## src/rtl/pc_pkg.sv

```systemverilog
// Shared definitions for the RISCBlade program-counter sequencer:
// mode encodings and default widths.
package pc_pkg;

    localparam int PC_MODE_W          = 3;
    localparam int PC_ADDR_WIDTH_DEF  = 16;

    typedef enum logic [PC_MODE_W-1:0] {
        PCM_INC    = 3'd0,
        PCM_BRANCH = 3'd1,
        PCM_JUMP   = 3'd2,
        PCM_CALL   = 3'd3,
        PCM_RET    = 3'd4
    } pc_mode_e;

endpackage

```

## src/rtl/ras_stack.sv

```systemverilog
// Return-address stack: circular storage with a saturating occupancy count.
// A push when full overwrites the oldest entry, because the write pointer already points at it.
module ras_stack #(
    parameter int WIDTH = 16,
    parameter int DEPTH = 4
) (
    input  logic             CLOCK,
    input  logic             RESET,
    input  logic             push,
    input  logic             pop,
    input  logic [WIDTH-1:0] din,
    output logic [WIDTH-1:0] top,
    output logic             empty,
    output logic             full,
    output logic             overflow,
    output logic             underflow
);

    localparam int            PW       = $clog2(DEPTH);
    localparam logic [PW:0]   FULL_CNT = (PW+1)'(DEPTH);

    logic [WIDTH-1:0] mem_r [DEPTH];
    logic [PW-1:0]    ptr_r;
    logic [PW:0]      count_r;
    logic [PW-1:0]    top_idx_s;

    assign top_idx_s = ptr_r - PW'(1'b1);
    assign top       = mem_r[top_idx_s];
    assign empty     = (count_r == {(PW+1){1'b0}});
    assign full      = (count_r == FULL_CNT);
    assign overflow  = push & full;
    assign underflow = pop & ~push & empty;

    // Stack storage, pointer and count; push wins if both are requested.
    always_ff @(posedge CLOCK or posedge RESET) begin
        if (RESET) begin
            ptr_r   <= {PW{1'b0}};
            count_r <= {(PW+1){1'b0}};
            for (int i = 0; i < DEPTH; i++) begin
                mem_r[i] <= {WIDTH{1'b0}};
            end
        end else if (push) begin
            mem_r[ptr_r] <= din;
            ptr_r        <= ptr_r + PW'(1'b1);
            if (!full) begin
                count_r <= count_r + (PW+1)'(1'b1);
            end
        end else if (pop && !empty) begin
            ptr_r   <= top_idx_s;
            count_r <= count_r - (PW+1)'(1'b1);
        end
    end

endmodule

```

## src/rtl/pc_sequencer.sv

```systemverilog
// Fetch program counter with next-PC selection (inc/branch/jump/call/ret)
// and a sticky return-stack error flag.
module pc_sequencer
    import pc_pkg::*;
#(
    parameter int ADDR_WIDTH   = PC_ADDR_WIDTH_DEF,
    parameter int STEP         = 2,
    parameter int OFFSET_SHIFT = 1,
    parameter int RESET_VECTOR = 0,
    parameter int RAS_DEPTH    = 4
) (
    input  logic                  CLOCK,
    input  logic                  RESET,
    input  logic                  PC_EN,
    input  logic [PC_MODE_W-1:0]  PC_MODE,
    input  logic                  BR_TAKEN,
    input  logic [ADDR_WIDTH-1:0] BR_OFFSET,
    input  logic [ADDR_WIDTH-1:0] JUMP_TARGET,
    output logic [ADDR_WIDTH-1:0] PC_OUT,
    output logic [ADDR_WIDTH-1:0] PC_PLUS,
    output logic                  RAS_EMPTY,
    output logic                  RAS_FULL,
    output logic                  RAS_ERR
);

    pc_mode_e              mode_s;
    logic [ADDR_WIDTH-1:0] pc_r;
    logic [ADDR_WIDTH-1:0] pc_plus_s;
    logic [ADDR_WIDTH-1:0] br_target_s;
    logic [ADDR_WIDTH-1:0] next_pc_s;
    logic [ADDR_WIDTH-1:0] ras_top_s;
    logic                  push_s;
    logic                  pop_s;
    logic                  ras_empty_s;
    logic                  ras_full_s;
    logic                  ovf_s;
    logic                  unf_s;
    logic                  ras_err_r;

    assign mode_s      = pc_mode_e'(PC_MODE);
    assign pc_plus_s   = pc_r + ADDR_WIDTH'(STEP);
    assign br_target_s = pc_r + (BR_OFFSET << OFFSET_SHIFT);
    // The stack sees no requests while stalled, so it holds with the PC.
    assign push_s      = PC_EN && (mode_s == PCM_CALL);
    assign pop_s       = PC_EN && (mode_s == PCM_RET);

    ras_stack #(
        .WIDTH (ADDR_WIDTH),
        .DEPTH (RAS_DEPTH)
    ) u_ras (
        .CLOCK     (CLOCK),
        .RESET     (RESET),
        .push      (push_s),
        .pop       (pop_s),
        .din       (pc_plus_s),
        .top       (ras_top_s),
        .empty     (ras_empty_s),
        .full      (ras_full_s),
        .overflow  (ovf_s),
        .underflow (unf_s)
    );

    // Next-PC selection; undefined modes fall through as sequential.
    always_comb begin
        next_pc_s = pc_plus_s;
        case (mode_s)
            PCM_INC:    next_pc_s = pc_plus_s;
            PCM_BRANCH: begin
                if (BR_TAKEN) next_pc_s = br_target_s;
                else          next_pc_s = pc_plus_s;
            end
            PCM_JUMP:   next_pc_s = JUMP_TARGET;
            PCM_CALL:   next_pc_s = JUMP_TARGET;
            PCM_RET: begin
                if (!ras_empty_s) next_pc_s = ras_top_s;
                else              next_pc_s = pc_plus_s;
            end
            default:    next_pc_s = pc_plus_s;
        endcase
    end

    // PC register and sticky stack-error flag.
    always_ff @(posedge CLOCK or posedge RESET) begin
        if (RESET) begin
            pc_r      <= ADDR_WIDTH'(RESET_VECTOR);
            ras_err_r <= 1'b0;
        end else if (PC_EN) begin
            pc_r      <= next_pc_s;
            ras_err_r <= ras_err_r | ovf_s | unf_s;
        end
    end

    assign PC_OUT    = pc_r;
    assign PC_PLUS   = pc_plus_s;
    assign RAS_EMPTY = ras_empty_s;
    assign RAS_FULL  = ras_full_s;
    assign RAS_ERR   = ras_err_r;

endmodule

```

## config.mk

```make
export PLATFORM = sky130hd
export DESIGN_NAME = pc_sequencer
export DESIGN_NICKNAME = d
export VERILOG_FILES = /design/src/rtl/pc_pkg.sv /design/src/rtl/ras_stack.sv /design/src/rtl/pc_sequencer.sv
export SDC_FILE = /design/constraint.sdc
export NUM_CORES = 1
export LEC_CHECK = 0
export ABC_AREA = 1
export BUFFER_PORTS_ARGS = -buffer_cell sky130_fd_sc_hd__buf_4
export CAP_MARGIN = 30
export CORE_ASPECT_RATIO = 0.75
export CORE_MARGIN = 1.5
export CORE_UTILIZATION = 63
export DETAILED_ROUTE_END_ITERATION = 12
export PLACE_DENSITY = 0.86
export REMOVE_ABC_BUFFERS = 1
export SETUP_SLACK_MARGIN = 0.1
export SLEW_MARGIN = 20
export SYNTH_ARGS = -nofsm -noshare
export SYNTH_HDL_FRONTEND = slang
export SYNTH_SLANG_ARGS = --single-unit
```

## constraint.sdc

```tcl
create_clock -name CLOCK -period 5.5 [get_ports CLOCK]
set_input_delay 0.55 -clock CLOCK [delete_from_list [all_inputs] [get_ports CLOCK]]
set_output_delay 0.55 -clock CLOCK [all_outputs]
set_load 0.01 [all_outputs]
```

==> qor.yml <==
timing:
  rsz0062_at_grt: "no"
  min_period_ns: 2.99
  setup_viol: 0
  fin_tns_setup_ns: 0
  relSlewSlack_pct: 41.0
  hold_viol: 0
  final_max_slew_viol_count: 0
  worstMarginPinSlew_ns: 0.883
  period_share_pct: 54.3
  max_freq_ghz: 0.335
  fin_skew_ns: 0.00522
placement:
  routabilityCongestion: 0.910
  io_buffers: 72
  dp_hpwl_um: 11200
finish:
  layout_common_cells: "nand2_1 (254), dfrtp_1 (86), buf_4 (78)"
  finalNetCount: 901
  fin_util_pct: 75.8
  drive_above_1_share_pct: 16.0
  areaGrowthSynthToFinish_pct: 16.7
  n_antenna_cell: 0
  mostFrequentLayoutCell: "nand2_1"
die:
  dieArea_um2: 9280
  std_cell_rows: 29
  initial_core_util_pct: 64.9
  die_x_um: 111
  ios: 74
  core_area_um2: 8450
  die_h_um: 83.8
worst_setup_path:
  cp-start-kind: "register"
  critPathBufInv: 3
  cpMaxStageDelayCell: "clkinv_1"
  path_class: "register to register"
  max_stage_delay_ns: 0.79
  cp_top_family: "buffers and inverters"
  worstPathRequired_ns: 5.79
  cp.depth: 12
  crit_chain: "inv_1 > ha_1 > clkinv_1 > nand3_1 > nand2_1 > nor2_1 > nor2_1 > nor2_1 > nor2_1 > nand3_1 > nand2_1 > inv_1"
  path_max_fanout: 17
  cp_common_cell: "nor2_1"
  r2r_cells: 12
  worst_ep_arrival_time_ns: 3.27
  cp-end-kind: "register"
clocking:
  cts-resized-gates: 0
  cts_buffers: 9
  cts_setup_buffers: 0
  cts.sinks: 86
  max-clock-path-buffers: 2
  clk_latency_ns: 0.35
  cts_hold_buf: 0
  htreeDepth: 3
  clkTransAtPathRegs_ns: 0.06
  cts_tree: "built"
  cts-root-buf: "clkbuf_16"
power:
  vdd_drop_max_mv: 0.401
  internal_power_w: 0.00189
  clkPwrFrac_pct: 19.1
  pwr-share-comb_pct: 47.8
  switchingPower_w: 0.00149
  swShare_pct: 44.2
  p_seq_share_pct: 33.1
  p_per_area_nw_per_um2: 528
  leakagePower_nw: 3.34
routing:
  drt_iter0_markers: 709
  viasPerCell: 5.91
  m1WireLength_um: 6530
  route.met3.wl_um: 1640
  num_vias: 5628
  wl_per_cell_um: 16.9
  dr.max_layer_used: "met4"
  ant_nets: 0
  drc: 0
  firstDrtPassIters: 6
  drt_wl_total_um: 16100
  wl_met2_um: 7400
yosys:
  synth_area_um2: 5490
  ys_types: 38
  async_flop_share_pct: 100
  synth_mux_area_share_pct: 0
  yosys_warnings: 0
  synth_edf_count: 0
  ys_seq_area_share_pct: 39.2
  yosys.area_share.adder_pct: 5.06
  synth_simple_gate_area_share_pct: 31.9
  synth_ff_type: "dfrtp_1"
  synth-seq-cells: 86
  synth_top_family_by_area: "simple AND/OR/NAND/NOR gates"
  syn-instance-count: 779
  synth_xor_area_share_pct: 2.17
  synth_compound_area_share_pct: 13.2
  avgSynthCellArea_um2: 7.04
global_route:
  grt_max_degree: 59
  grt.total_usage_pct: 35.0
  grt-ovfl-total: 0
  grt_pass1_vias: 5357
  antenna_found_initial: 0
  grt_first_pass_wirelength_um: 25700
worst_hold_path:
  holdCritPathClass: "input port to async pin"
job:
  drv_cap: 0
status:
  outcome: "complete, no violations"
[state kept, by name (all words and copies together) (netlist names)]
register,count
u_ras.mem_r,64
PC_OUT,16
u_ras.count_r,3
u_ras.ptr_r,2
RAS_ERR,1
[worst paths after layout]
| kind | startpoint | to | slack (ns) |
|---|---|---|---|
| worst max-delay path | u_ras.ptr_r[1] | PC_OUT[15] | 2.51 |
| worst min-delay path | RESET | u_ras.mem_r[16] | 0.27 |
| worst max register to register | u_ras.ptr_r[1] | PC_OUT[15] | 2.51 |
| worst min register to register | u_ras.mem_r[3] | u_ras.mem_r[3] | 0.48 |
| max in group asynchronous | RESET | u_ras.mem_r[38] | 4.62 |
| min in group CLOCK | u_ras.mem_r[3] | u_ras.mem_r[3] | 0.48 |
[layer usage]
metal | vias to the layer above | global-route usage (%)
met1 | 2606 | 46.7
met3 | 60 | 7.12
met5 | - | 0
met4 | 0 | 14.2
met2 | 330 | 56.2
li1 | 2632 | -
[Yosys cell counts (2+ instances only)]
cell / instances / area [um^2]
a21oi_2: 2 / 17.5
inv_2: 13 / 48.8
ha_1: 19 / 238
nand3_2: 3 / 30.0
o21ai_0: 66 / 330
nand4_1: 10 / 62.6
o21ai_1: 6 / 30.0
o22ai_1: 2 / 12.5
nand2_2: 7 / 43.8
inv_1: 71 / 267
nor2_4: 2 / 22.5
nand3b_1: 3 / 22.5
nand2_1: 254 / 953
xor2_1: 7 / 61.3
a31oi_1: 13 / 81.3
nor3_1: 4 / 20.0
clkbuf_1: 6 / 22.5
buf_2: 18 / 90.1
dfrtp_1: 86 / 2150
nor2_1: 67 / 251
fa_1: 2 / 40.0
nand3_1: 55 / 275
a21oi_1: 38 / 190
xnor2_2: 3 / 48.8
o211ai_1: 2 / 15.0
buf_4: 2 / 15.0
o21ai_2: 3 / 26.3
or2_2: 4 / 25.0
a22oi_1: 2 / 15.0
[area by class of cell]
| class | instances | area, um^2 |
|---|---|---|
| inverters | 85 | 320 |
| clock buffers | 9 | 225 |
| fillers | 618 | 2050 |
| clock inverters | 6 | 86.3 |
| repair buffers | 79 | 613 |
| well taps | 108 | 135 |
| flip-flops and latches | 86 | 2150 |
| multi-input cells | 580 | 2870 |
[power by group through the flow]
stage,combinational [W],sequential [W],clock [W]
floorplan,0.00103,0.00110,0
global route,0.00179,0.00114,0.000673
detailed placement,0.00156,0.00112,0
global placement,0.00150,0.00110,0
CTS,0.00158,0.00111,0.000650
finish,0.00162,0.00112,0.000647
[cells by family (layout without fill, tap and decap cells)]
group | after synthesis | in the layout
compound gates | 135 | 135
fa+ha+maj | 21 | 21
buf+inv | 113 | 179
flops | 86 | 86
xor+xnor | 11 | 11
simple gates | 413 | 413
[worst register-to-register path, delay by kind of cell (launching register included)]
kind	cells	cell delay [ns]
adder cells (fa/ha/maj)	1	0.76
buffers and inverters	3	0.91
AND/OR/NAND/NOR	8	0.89
flip-flops	1	0.37
[through the flow]
| stage | total power (W) | cells | instance area (um^2) | setup slack (ns) | hold slack (ns) |
|---|---|---|---|---|---|
| 6_report | 0.00338 | 953 | 6400 | 2.51 | 0.275 |
| 2_1_floorplan | 0.00213 | 751 | 5340 | 2.62 | 0.444 |
| 4_1_cts | 0.00334 | 953 | 6400 | 2.62 | 0.283 |
| 5_1_grt | 0.00361 | 953 | 6400 | 2.35 | 0.306 |
| 3_5_place_dp | 0.00268 | 938 | 6090 | 2.66 | 0.461 |
| 3_3_place_gp | 0.00260 | 937 | 6070 | 2.71 | 0.456 |
Note: power is estimated with default switching activity, not from simulation.
